<file path="config.mk">
export PLATFORM = sky130hd
export DESIGN_NAME = btn_debounce_counter
export DESIGN_NICKNAME = d
export VERILOG_FILES = /design/src/rtl/btn_debounce_counter.sv
export SDC_FILE = /design/constraint.sdc
export NUM_CORES = 1
export LEC_CHECK = 0
export CAP_MARGIN = 25
export CORE_ASPECT_RATIO = 0.7
export CORE_MARGIN = 4
export CORE_UTILIZATION = 55
export DETAILED_ROUTE_END_ITERATION = 10
export PLACE_DENSITY = 0.74
export SLEW_MARGIN = 20
export SYNTH_ARGS = -nofsm -noshare
export SYNTH_HDL_FRONTEND = slang
export SYNTH_SLANG_ARGS = --single-unit
</file>
<file path="constraint.sdc">
create_clock -name clk -period 2.1 [get_ports clk]
set_input_delay 0.42 -clock clk [delete_from_list [all_inputs] [get_ports clk]]
set_output_delay 0.42 -clock clk [all_outputs]
set_load 0.01 [all_outputs]
</file>
<file path="src/rtl/btn_debounce_counter.sv">
// Two-button synchroniser/debouncer with press/release strobes and an up/down press counter on active-low LEDs.
// Optional auto-repeat of press strobes while held: define BTN_AUTO_REPEAT_EN.
module btn_debounce_counter #(
  parameter int unsigned NUM_BTN         = 2,
  parameter int unsigned DEBOUNCE_CYCLES = 270000,
  parameter int unsigned CNT_W           = 19
`ifdef BTN_AUTO_REPEAT_EN
  ,
  parameter int unsigned REPEAT_CYCLES   = 13500000
`endif
) (
  input  logic               clk,
  input  logic               rst,
  input  logic               btn1,
  input  logic               btn2,
  output logic [NUM_BTN-1:0] btn_level,
  output logic [NUM_BTN-1:0] press_pulse,
  output logic [NUM_BTN-1:0] release_pulse,
  output logic [5:0]         led
);

  localparam int unsigned LED_W = 6;
`ifdef BTN_AUTO_REPEAT_EN
  localparam int unsigned REP_W = (REPEAT_CYCLES > 1) ? $clog2(REPEAT_CYCLES) : 1;
`endif

  logic [NUM_BTN-1:0] raw_c;
  logic [NUM_BTN-1:0] sync1_q, sync2_q;
  logic [NUM_BTN-1:0] pressed_c;
  logic [NUM_BTN-1:0] level_q, level_d;
  logic [NUM_BTN-1:0] press_q, press_d;
  logic [NUM_BTN-1:0] release_q, release_d;
  logic [CNT_W-1:0]   db_cnt_q [NUM_BTN];
  logic [CNT_W-1:0]   db_cnt_d [NUM_BTN];
  logic [LED_W-1:0]   count_q, count_d;
  logic [LED_W-1:0]   led_q;
`ifdef BTN_AUTO_REPEAT_EN
  logic [REP_W-1:0]   rpt_q [NUM_BTN];
  logic [REP_W-1:0]   rpt_d [NUM_BTN];
`endif

  assign raw_c     = NUM_BTN'({btn2, btn1});
  assign pressed_c = ~sync2_q;

  assign btn_level     = level_q;
  assign press_pulse   = press_q;
  assign release_pulse = release_q;
  assign led           = led_q;

  // Debounce: a change is accepted only after DEBOUNCE_CYCLES consecutive differing samples
  always_comb begin
    level_d   = level_q;
    press_d   = '0;
    release_d = '0;
    for (int i = 0; i < int'(NUM_BTN); i++) begin
      db_cnt_d[i] = db_cnt_q[i];
      if (pressed_c[i] == level_q[i]) begin
        db_cnt_d[i] = '0;
      end else if (db_cnt_q[i] == CNT_W'(DEBOUNCE_CYCLES - 1)) begin
        db_cnt_d[i]  = '0;
        level_d[i]   = pressed_c[i];
        press_d[i]   = pressed_c[i];
        release_d[i] = ~pressed_c[i];
      end else begin
        db_cnt_d[i] = db_cnt_q[i] + CNT_W'(1);
      end
    end
`ifdef BTN_AUTO_REPEAT_EN
    // Repeat strobes only while the level is steadily high, so they never coincide with a release
    for (int i = 0; i < int'(NUM_BTN); i++) begin
      rpt_d[i] = rpt_q[i];
      if (!level_q[i] || (level_d[i] != level_q[i])) begin
        rpt_d[i] = '0;
      end else if (rpt_q[i] == REP_W'(REPEAT_CYCLES - 1)) begin
        rpt_d[i]   = '0;
        press_d[i] = 1'b1;
      end else begin
        rpt_d[i] = rpt_q[i] + REP_W'(1);
      end
    end
`endif
  end

  // Up on button 0, down on button 1, hold when both strobe together
  always_comb begin
    count_d = count_q;
    if (press_q[0] && !press_q[1]) begin
      count_d = count_q + LED_W'(1);
    end else if (press_q[1] && !press_q[0]) begin
      count_d = count_q - LED_W'(1);
    end
  end

  always_ff @(posedge clk or posedge rst) begin
    if (rst) begin
      sync1_q   <= '1;
      sync2_q   <= '1;
      level_q   <= '0;
      press_q   <= '0;
      release_q <= '0;
      count_q   <= '0;
      led_q     <= '1;
      for (int i = 0; i < int'(NUM_BTN); i++) begin
        db_cnt_q[i] <= '0;
`ifdef BTN_AUTO_REPEAT_EN
        rpt_q[i]    <= '0;
`endif
      end
    end else begin
      sync1_q   <= raw_c;
      sync2_q   <= sync1_q;
      level_q   <= level_d;
      press_q   <= press_d;
      release_q <= release_d;
      count_q   <= count_d;
      led_q     <= ~count_d;
      for (int i = 0; i < int'(NUM_BTN); i++) begin
        db_cnt_q[i] <= db_cnt_d[i];
`ifdef BTN_AUTO_REPEAT_EN
        rpt_q[i]    <= rpt_d[i];
`endif
      end
    end
  end

endmodule

</file>
After elaboration in Yosys (flattened, before gate mapping)
Index checks and enable logic that the tools add are counted.
{"block": "word_totals", "ff_bits": 60, "latch_bits": 0, "ramBits": 0, "mem_bits_ro": 0, "wordCells": 44, "mem_count": 0}
{"block": "classes", "n_addsub": 4, "mul": 0, "n_div": 0, "order_cmp": 0, "eq_ne": 4, "shifts": 0, "n_mux": 14, "bitwise_logic": 6, "reduce_logical": 6}
{"operator": "$mux W19", "count": 4}
{"operator": "$add A19 B1 Y19 const B", "count": 2}
{"operator": "$eq A19 B19 Y1 const B", "count": 2}
{"operator": "$mux W6", "count": 2}
{"operator": "$mux W1", "count": 8}
{"operator": "$add A6 B1 Y6 const B", "count": 1}
{"operator": "$not A6 Y6", "count": 1}
{"operator": "$sub A6 B1 Y6 const B", "count": 1}
{"operator": "$not A1 Y1", "count": 4}
{"operator": "$reduce_and A2 Y1", "count": 2}
{"operator": "$eq A1 B1 Y1", "count": 2}
{"operator": "$logic_and A1 B1 Y1", "count": 2}
{"operator": "$logic_not A1 Y1", "count": 2}
{"operator": "$not A2 Y2", "count": 1}

Logic depth before layout (Yosys ltp)
Gate-level depths: netlist (run 1).
{"block": "logic_depth", "depth_word": 5, "depth_mapped": 7, "mapped_depth_nobuf": 5}

Worst setup path before layout (run 1)
Ideal clock, no wire load.
{"block": "synth_timing", "kind": "register to register", "start": "reg db_cnt_q[19] (netlist bit)", "end": "reg db_cnt_q[26] (netlist bit)", "t_arrival_ps": 1678, "required_ps": 1981, "setup_slack_ps": 303, "stages_incl_launch_ff": 8, "path_buffers": 2, "synth_period_minus_slack_ps": 1797, "cell_sequence": "dfrtp_1 -> ha_1 -> and4_1 -> clkbuf_1 -> nand2_1 -> o31ai_4 -> buf_6 -> nor2_1"}
{"element": "start: declaration", "line_no": "33", "text": "logic [CNT_W-1:0] db_cnt_q [NUM_BTN];"}
{"element": "start signal: indexed assignment", "line_no": "118", "text": "db_cnt_q[i] <= db_cnt_d[i];"}

==> results of run 1 <==
[per-stage QoR]
| stage | hold slack, ps | area (um2) | setup WS (ps) | instances | total power, mW |
|---|---|---|---|---|---|
| 6_report | 356 | 3300 | 213 | 369 | 2.20 |
| 5_1_grt | 361 | 3300 | 120 | 369 | 2.29 |
| 4_1_cts | 357 | 3300 | 224 | 369 | 2.22 |
| 3_5_place_dp | 348 | 3120 | 235 | 353 | 1.29 |
| 3_3_place_gp | 346 | 3120 | 310 | 353 | 1.28 |
| 2_1_floorplan | 345 | 2820 | 212 | 263 | 1.25 |
[metal layers]
| layer | up-vias | track usage (%) |
|---|---|---|
| met5 | - | 0 |
| met4 | 0 | 6.67 |
| met3 | 9 | 7.03 |
| met2 | 67 | 27.1 |
| met1 | 955 | 28.4 |
| li1 | 985 | - |
[final timing paths]
| path | slack (ps) | cells after the start | start | end |
|---|---|---|---|---|
| setup / recovery | 210 | 5 | db_cnt_q[19] | db_cnt_q[20] |
| hold / removal | 360 | 0 | sync1_q[1] | sync2_q[1] |
| setup reg to reg | 210 | 5 | db_cnt_q[19] | db_cnt_q[20] |
| hold reg to reg | 360 | 0 | sync1_q[1] | sync2_q[1] |
| max in group asynchronous | 1160 | 3 | rst | led[3] |
| min in group asynchronous | 380 | 2 | rst | db_cnt_q[37] |
[synth_stat cells (all sizes together)]
| master | count |
|---|---|
| and4 | 3 |
| nor4bb | 1 |
| nand2b | 1 |
| a31oi | 1 |
| dfrtp | 50 |
| o22ai | 1 |
| mux2i | 2 |
| nor3b | 1 |
| nand2 | 15 |
| ha | 4 |
| or4 | 4 |
| inv | 10 |
| buf | 2 |
| o211ai | 1 |
| nor3 | 10 |
| nor2b | 2 |
| nand3 | 14 |
| dfstp | 10 |
| a21oi | 4 |
| and3 | 8 |
| xor2 | 16 |
| nor4b | 1 |
| a211oi | 1 |
| or3 | 5 |
| nand4 | 9 |
| nor2 | 34 |
| and2 | 2 |
| xnor2 | 21 |
| o31ai | 4 |
| clkbuf | 2 |
| nand4bb | 1 |
| or2 | 2 |
| nor4 | 9 |
| o21ai | 7 |
| or4b | 1 |
| o41ai | 1 |
| a22o | 1 |
| nand3b | 2 |
[state kept, by name (all words and copies together), names as in the netlist]
register	count
count_q	6
btn_level	2
press_pulse	2
release_pulse	2
sync1_q	2
sync2_q	2
led	6
db_cnt_q	38
[final cells by class]
| cell class | count | area [um2] |
|---|---|---|
| Clock buffer | 12 | 155 |
| Clock inverter | 4 | 23.8 |
| Fill cell | 372 | 1560 |
| Inverter | 10 | 37.5 |
| Multi-Input combinational cell | 189 | 1250 |
| Sequential cell | 60 | 1510 |
| Tap cell | 69 | 86.3 |
| Timing Repair Buffer | 25 | 238 |
[logic make-up after synthesis]
group,synth area share [%]
AND/OR/NAND/NOR,24.4
adder cells (fa/ha/maj),1.77
XOR/XNOR,11.5
multiplexers,0.710
buffers and inverters,2.17
AO/OA/AOI/OAI,5.77
flip-flops,53.7
[worst max-delay path, cell delays in order, from the launching register on]
cell and delay, ps:
dfrtp_1 460, ha_1 240, and4_1 320, nand2_1 160, or3_4 420, and3_1 190
[power groups by stage]
stage               logic [mW]  clock network, mW  registers, mW
finish                  0.0745              0.930           1.19
global route            0.0857               1.01           1.19
CTS                     0.0770              0.956           1.19
detailed placement      0.0765                  0           1.21
global placement        0.0748                  0           1.21
floorplan               0.0461                  0           1.21
==> impl_metrics.sql, run 1 <==
INSERT INTO impl_metrics (metric_group, metric, value, unit) VALUES
('grt', 'globalRoute.totalOverflow', '0', ''),
('routing', 'met3_wirelength', '373', 'um'),
('timing', 'setup_viol', '0', ''),
('placed_design', 'place_congestion', '0.839', ''),
('power', 'p_leak', '1.40', 'nW'),
('synth', 'synth.cell_area', '2820', 'um2'),
('routing', 'post_drt_wl_per_cell', '14.5', 'um'),
('synth', 'synthDominantAreaCellType', 'dfrtp_1', ''),
('final_layout', 'fraction_of_layout_cells_with_a_size_suffix_above_1', '15.0', '%'),
('routing', 'metal_1_wl', '2730', 'um'),
('setup_path', 'worst_setup_path_end_kind', 'flop', ''),
('clocking', 'postCtsHoldBufs', '0', ''),
('timing', 'fmaxAchievable', '530', 'MHz'),
('timing', 'slew_violations', '0', ''),
('synth', 'yosysWarningCount', '0', ''),
('setup_path', 'cp.required', '2340', 'ps'),
('timing', 'slew_headroom', '65.5', '%'),
('timing', 'period_share', '89.9', '%'),
('timing', 'finClkSkew', '8.71', 'ps'),
('synth', 'mappedNetlistNets', '271', ''),
('routing', 'detailroute.wirelength.met2', '2200', 'um'),
('grt', 'grt_use_total', '19.5', '%'),
('synth', 'post_synth_inst_count', '263', ''),
('die', 'coreArea', '4860', 'um2'),
('synth', 'post-synth-top-area-fraction', '44.3', '%'),
('final_layout', 'most_frequent_cells_in_the_layout', '50 x dfrtp_1, 34 x nor2_1, 21 x xnor2_1', ''),
('routing', 'detailedRoute.firstIterationViolations', '158', ''),
('routing', 'drt_first_pass_iters', '4', ''),
('setup_path', 'crit_path_start_kind', 'flop', ''),
('power', 'power.share.sequential', '54.3', '%'),
('final_layout', 'fin_nets', '303', ''),
('setup_path', 'worst-setup-path-type', 'reg -> reg', ''),
('power', 'internal_power', '1.69', 'mW'),
('power', 'combPwrFrac', '3.4', '%'),
('synth', 'yosys_register_bits', '60', ''),
('die', 'start_util', '58.0', '%'),
('timing', 'worst-slew-pin-transition', '514', 'ps'),
('grt', 'antenna_violations_before_repair', '0', ''),
('grt', 'grt_first_pass_wirelength', '9360', 'um'),
('clocking', 'clock_insertion_delay_worst_skew', '350', 'ps'),
('final_layout', 'most_common_cell_after_layout_fill_and_taps_aside', 'dfrtp_1', ''),
('run', 'max_cap_viol_count', '0', ''),
('final_layout', 'finished_core_util', '67.9', '%'),
('routing', 'top_layer_used', 'met4', ''),
('power', 'pwr_density_cell', '666', 'nW/um2'),
('clocking', 'tritoncts', 'built', ''),
('clocking', 'worst_setup_hold_path_clk_slew', '70', 'ps'),
('timing', 'tns', '0', 'ps'),
('power', 'power.ir.vdd_worst', '0.439', 'mV'),
('clocking', 'htree_num_levels', '3', ''),
('die', 'die_w', '93.6', 'um'),
('placed_design', 'port-buffer-count', '15', ''),
('die', 'design.portCount', '16', ''),
('die', 'die-height', '67.9', 'um'),
('power', 'p_switching', '0.506', 'mW'),
('clocking', 'post_cts_resize_count', '0', ''),
('clocking', 'post-cts-setup-buffer-count', '0', ''),
('timing', 'final_period_minus_worst_setup_slack', '1890', 'ps'),
('routing', 'vias', '2016', ''),
('final_layout', 'n_antenna_cell', '0', ''),
('synth', 'synth_top_cells_by_area', 'dfrtp_1 44%, dfstp_2 9.3%, xnor2_1 6.5%', ''),
('timing', 'grt_setup_unrepaired', 'false', ''),
('timing', 'final_hold_viol_count', '0', ''),
('clocking', 'tritoncts_num_sinks', '60', ''),
('routing', 'antenna_left', '0', ''),
('synth', 'synth_seq_area_share', '53.7', '%'),
('die', 'design.die.area', '6360', 'um2'),
('die', 'rows', '21', ''),
('final_layout', 'layout-area-overhead-vs-synth', '17.0', '%'),
('clocking', 'ctsLongestPathBuffers', '2', ''),
('routing', 'route.detailed.drc', '0', ''),
('synth', 'syn-mean-instance-area', '10.7', 'um2'),
('grt', 'grt_max_degree', '25', ''),
('routing', 'routed_via_density', '5.46', ''),
('power', 'share_clk_of_total_power', '42.4', '%'),
('setup_path', 'crit_fanout', '7', ''),
('outcome', 'result_of_the_run', 'complete, no violations', ''),
('synth', 'synth.distinct_cells', '45', ''),
('grt', 'vias_in_the_first_global_route', '1917', ''),
('min_path', 'hold_class', 'reg -> reg', ''),
('clocking', 'cts_root_buf', 'clkbuf_8', ''),
('setup_path', 'cp.arrival', '2130', 'ps'),
('placed_design', 'post-dp-hpwl', '3830', 'um'),
('power', 'netSwitchingFraction', '23.0', '%'),
('routing', 'routed_wl', '5360', 'um'),
('clocking', 'cts_buffers', '9', '');
Power figures use the tool's default switching activity.
==> run 2: changes to the inputs <==
--- a/config.mk
+++ b/config.mk
@@ -9,8 +9,11 @@
 export CORE_ASPECT_RATIO = 0.7
 export CORE_MARGIN = 4
 export CORE_UTILIZATION = 55
+export CTS_BUF_LIST = sky130_fd_sc_hd__clkbuf_8
 export DETAILED_ROUTE_END_ITERATION = 10
 export PLACE_DENSITY = 0.74
+export RECOVER_POWER = 100
+export SKIP_CTS_REPAIR_TIMING = 1
 export SLEW_MARGIN = 20
 export SYNTH_ARGS = -nofsm -noshare
 export SYNTH_HDL_FRONTEND = slang
==> impl_metrics.sql, run 2 (same netlist as run 1, synthesis figures left out) <==
INSERT INTO impl_metrics (metric_group, metric, value, unit) VALUES
('outcome', 'result_of_the_run', 'complete, no violations', ''),
('clocking', 'cts_buffers', '9', ''),
('grt', 'vias_in_the_first_global_route', '1917', ''),
('timing', 'final_critical_path_setup_slack', '181', 'ps'),
('final_layout', 'largest_register', 'db_cnt_q', ''),
('timing', 'final_period_minus_worst_setup_slack', '1920', 'ps'),
('routing', 'antenna_left', '0', ''),
('final_layout', 'finish.cell_count_without_fillers', '369', ''),
('timing', 'fmaxAchievable', '521', 'MHz'),
('timing', 'whs', '356', 'ps'),
('final_layout', 'seqCellArea', '1510', 'um2'),
('clocking', 'htree_num_levels', '3', ''),
('clocking', 'ctsLongestPathBuffers', '2', ''),
('routing', 'route.detailed.drc', '0', ''),
('power', 'pwr_density_cell', '674', 'nW/um2'),
('min_path', 'hold_class', 'reg -> reg', ''),
('grt', 'grt_max_degree', '25', ''),
('grt', 'grt_first_pass_wirelength', '9360', 'um'),
('setup_path', 'setup.worst_path.start', 'db_cnt_q[19]', ''),
('min_path', 'hp-start', 'sync1_q[1]', ''),
('die', 'design.die.area', '6360', 'um2'),
('run', 'max_cap_viol_count', '0', ''),
('clocking', 'cts_root_buf', 'clkbuf_8', ''),
('placed_design', 'detailedPlace.worstSlack', '235', 'ps'),
('setup_path', 'worst_setup_path_end_kind', 'flop', ''),
('timing', 'slew_headroom', '58.4', '%'),
('grt', 'grt_use_total', '19.5', '%'),
('setup_path', 'cp.arrival', '2160', 'ps'),
('die', 'die-height', '67.9', 'um'),
('die', 'start_util', '58.0', '%'),
('final_layout', 'fill_cells', '382', ''),
('final_layout', 'largest_register_ff_count', '38', ''),
('timing', 'setup_viol', '0', ''),
('final_layout', 'fraction_of_layout_cells_with_a_size_suffix_above_1', '12.3', '%'),
('routing', 'drt_first_pass_iters', '4', ''),
('setup_path', 'crit_fanout', '7', ''),
('placed_design', 'place_congestion', '0.839', ''),
('clocking', 'worst_setup_hold_path_clk_slew', '70', 'ps'),
('setup_path', 'r2r_slack', '180', 'ps'),
('clocking', 'tritoncts', 'built', ''),
('setup_path', 'startpoint_of_the_worst_slack_reg_to_reg_timing_path', 'db_cnt_q[19]', ''),
('routing', 'routed_via_density', '5.46', ''),
('setup_path', 'worst-setup-path-type', 'reg -> reg', ''),
('timing', 'grt_setup_unrepaired', 'false', ''),
('routing', 'routed_wl', '5360', 'um'),
('final_layout', 'fin_nets', '303', ''),
('die', 'design.portCount', '16', ''),
('placed_design', 'port-buffer-count', '15', ''),
('timing', 'tns', '0', 'ps'),
('grt', 'antenna_violations_before_repair', '0', ''),
('placed_design', 'place_inst', '353', ''),
('clocking', 'tritoncts_num_sinks', '60', ''),
('grt', 'globalRoute.totalOverflow', '0', ''),
('routing', 'post_drt_wl_per_cell', '14.5', 'um'),
('die', 'coreArea', '4860', 'um2'),
('die', 'rows', '21', ''),
('timing', 'period_share', '91.4', '%'),
('timing', 'worst-slew-pin-transition', '623', 'ps'),
('power', 'power.ir.vdd_worst', '0.435', 'mV'),
('power', 'p_leak', '1.37', 'nW'),
('placed_design', 'post-dp-hpwl', '3830', 'um'),
('final_layout', 'most_common_cell_after_layout_fill_and_taps_aside', 'dfrtp_1', ''),
('final_layout', 'layout-area-overhead-vs-synth', '14.8', '%'),
('final_layout', 'n_antenna_cell', '0', ''),
('routing', 'detailedRoute.firstIterationViolations', '155', ''),
('setup_path', 'cp.required', '2340', 'ps'),
('routing', 'vias', '2016', ''),
('timing', 'finClkSkew', '8.78', 'ps'),
('timing', 'final_hold_viol_count', '0', ''),
('setup_path', 'crit_path_start_kind', 'flop', ''),
('timing', 'slew_violations', '0', ''),
('clocking', 'clock_insertion_delay_worst_skew', '350', 'ps'),
('die', 'die_w', '93.6', 'um'),
('final_layout', 'most_frequent_cells_in_the_layout', '50 x dfrtp_1, 34 x nor2_1, 21 x xnor2_1', ''),
('final_layout', 'area_taken_by_multi_input_logic_gates', '1210', 'um2');
-- run 2: changes by cell type in the layout (fill, tap and decap cells not counted), moves of 2 or more --
| cell | before | now |
|---|---|---|
| clkbuf_2 | 0 | 3 |
| clkbuf_1 | 1 | 3 |
| dlygate4sd3_1 | 0 | 15 |
| buf_4 | 9 | 4 |
| inv_1 | 9 | 11 |
| clkdlybuf4s50_1 | 15 | 0 |
-- run 2: routing by layer --
layer | GRT usage, % | vias to the layer above | part of all wire [%] | wire length [um]
met5 | 0 | - | 0 | 0
li1 | - | 987 | - | -
met3 | 7.03 | 7 | 6.0 | 320
met1 | 28.4 | 961 | 52 | 2780
met4 | 6.67 | 0 | 0.91 | 49
met2 | 27.1 | 61 | 41 | 2210
-- run 2: final cells by class --
class / count / share of cell area, %
tap: 69 / 2.67
inverter: 10 / 1.16
timing repair buffer: 25 / 6.38
multi-input combinational: 189 / 37.5
clock buffer: 11 / 4.68
sequential: 60 / 46.8
clock inverter: 5 / 0.850
-- run 2: per-stage QoR --
stage / area (um2) / utilization (%) / power, mW
2_1_floorplan: 2820 / - / 1.25
3_3_place_gp: 3120 / 64.2 / 1.28
3_5_place_dp: 3120 / 64.2 / 1.29
4_1_cts: 3300 / 67.9 / 2.22
5_1_grt: 3240 / 66.6 / 2.27
6_report: 3240 / 66.6 / 2.18
-- run 2: worst max-delay path, stage by stage, from the launching register on --
cell and delay [ps]:
dfrtp_1 450, ha_1 230, and4_1 320, nand2_1 160, or3_1 440, and3_1 210
-- run 2: power by group --
part / leakage, nW / internal [mW] / switching [mW]
Combinational: 0.471 / 0.0205 / 0.0432
Clock: 0.100 / 0.483 / 0.443
Sequential: 0.799 / 1.17 / 0.0185
Total: 1.37 / 1.68 / 0.505
-- run 2: worst paths after layout --
kind | end | cells past startpoint
hold / removal | sync2_q[1] | 0
setup / recovery | db_cnt_q[20] | 5
hold reg to reg | sync2_q[1] | 0
setup reg to reg | db_cnt_q[20] | 5
max in group asynchronous | db_cnt_q[5] | 3
min in group asynchronous | db_cnt_q[36] | 2
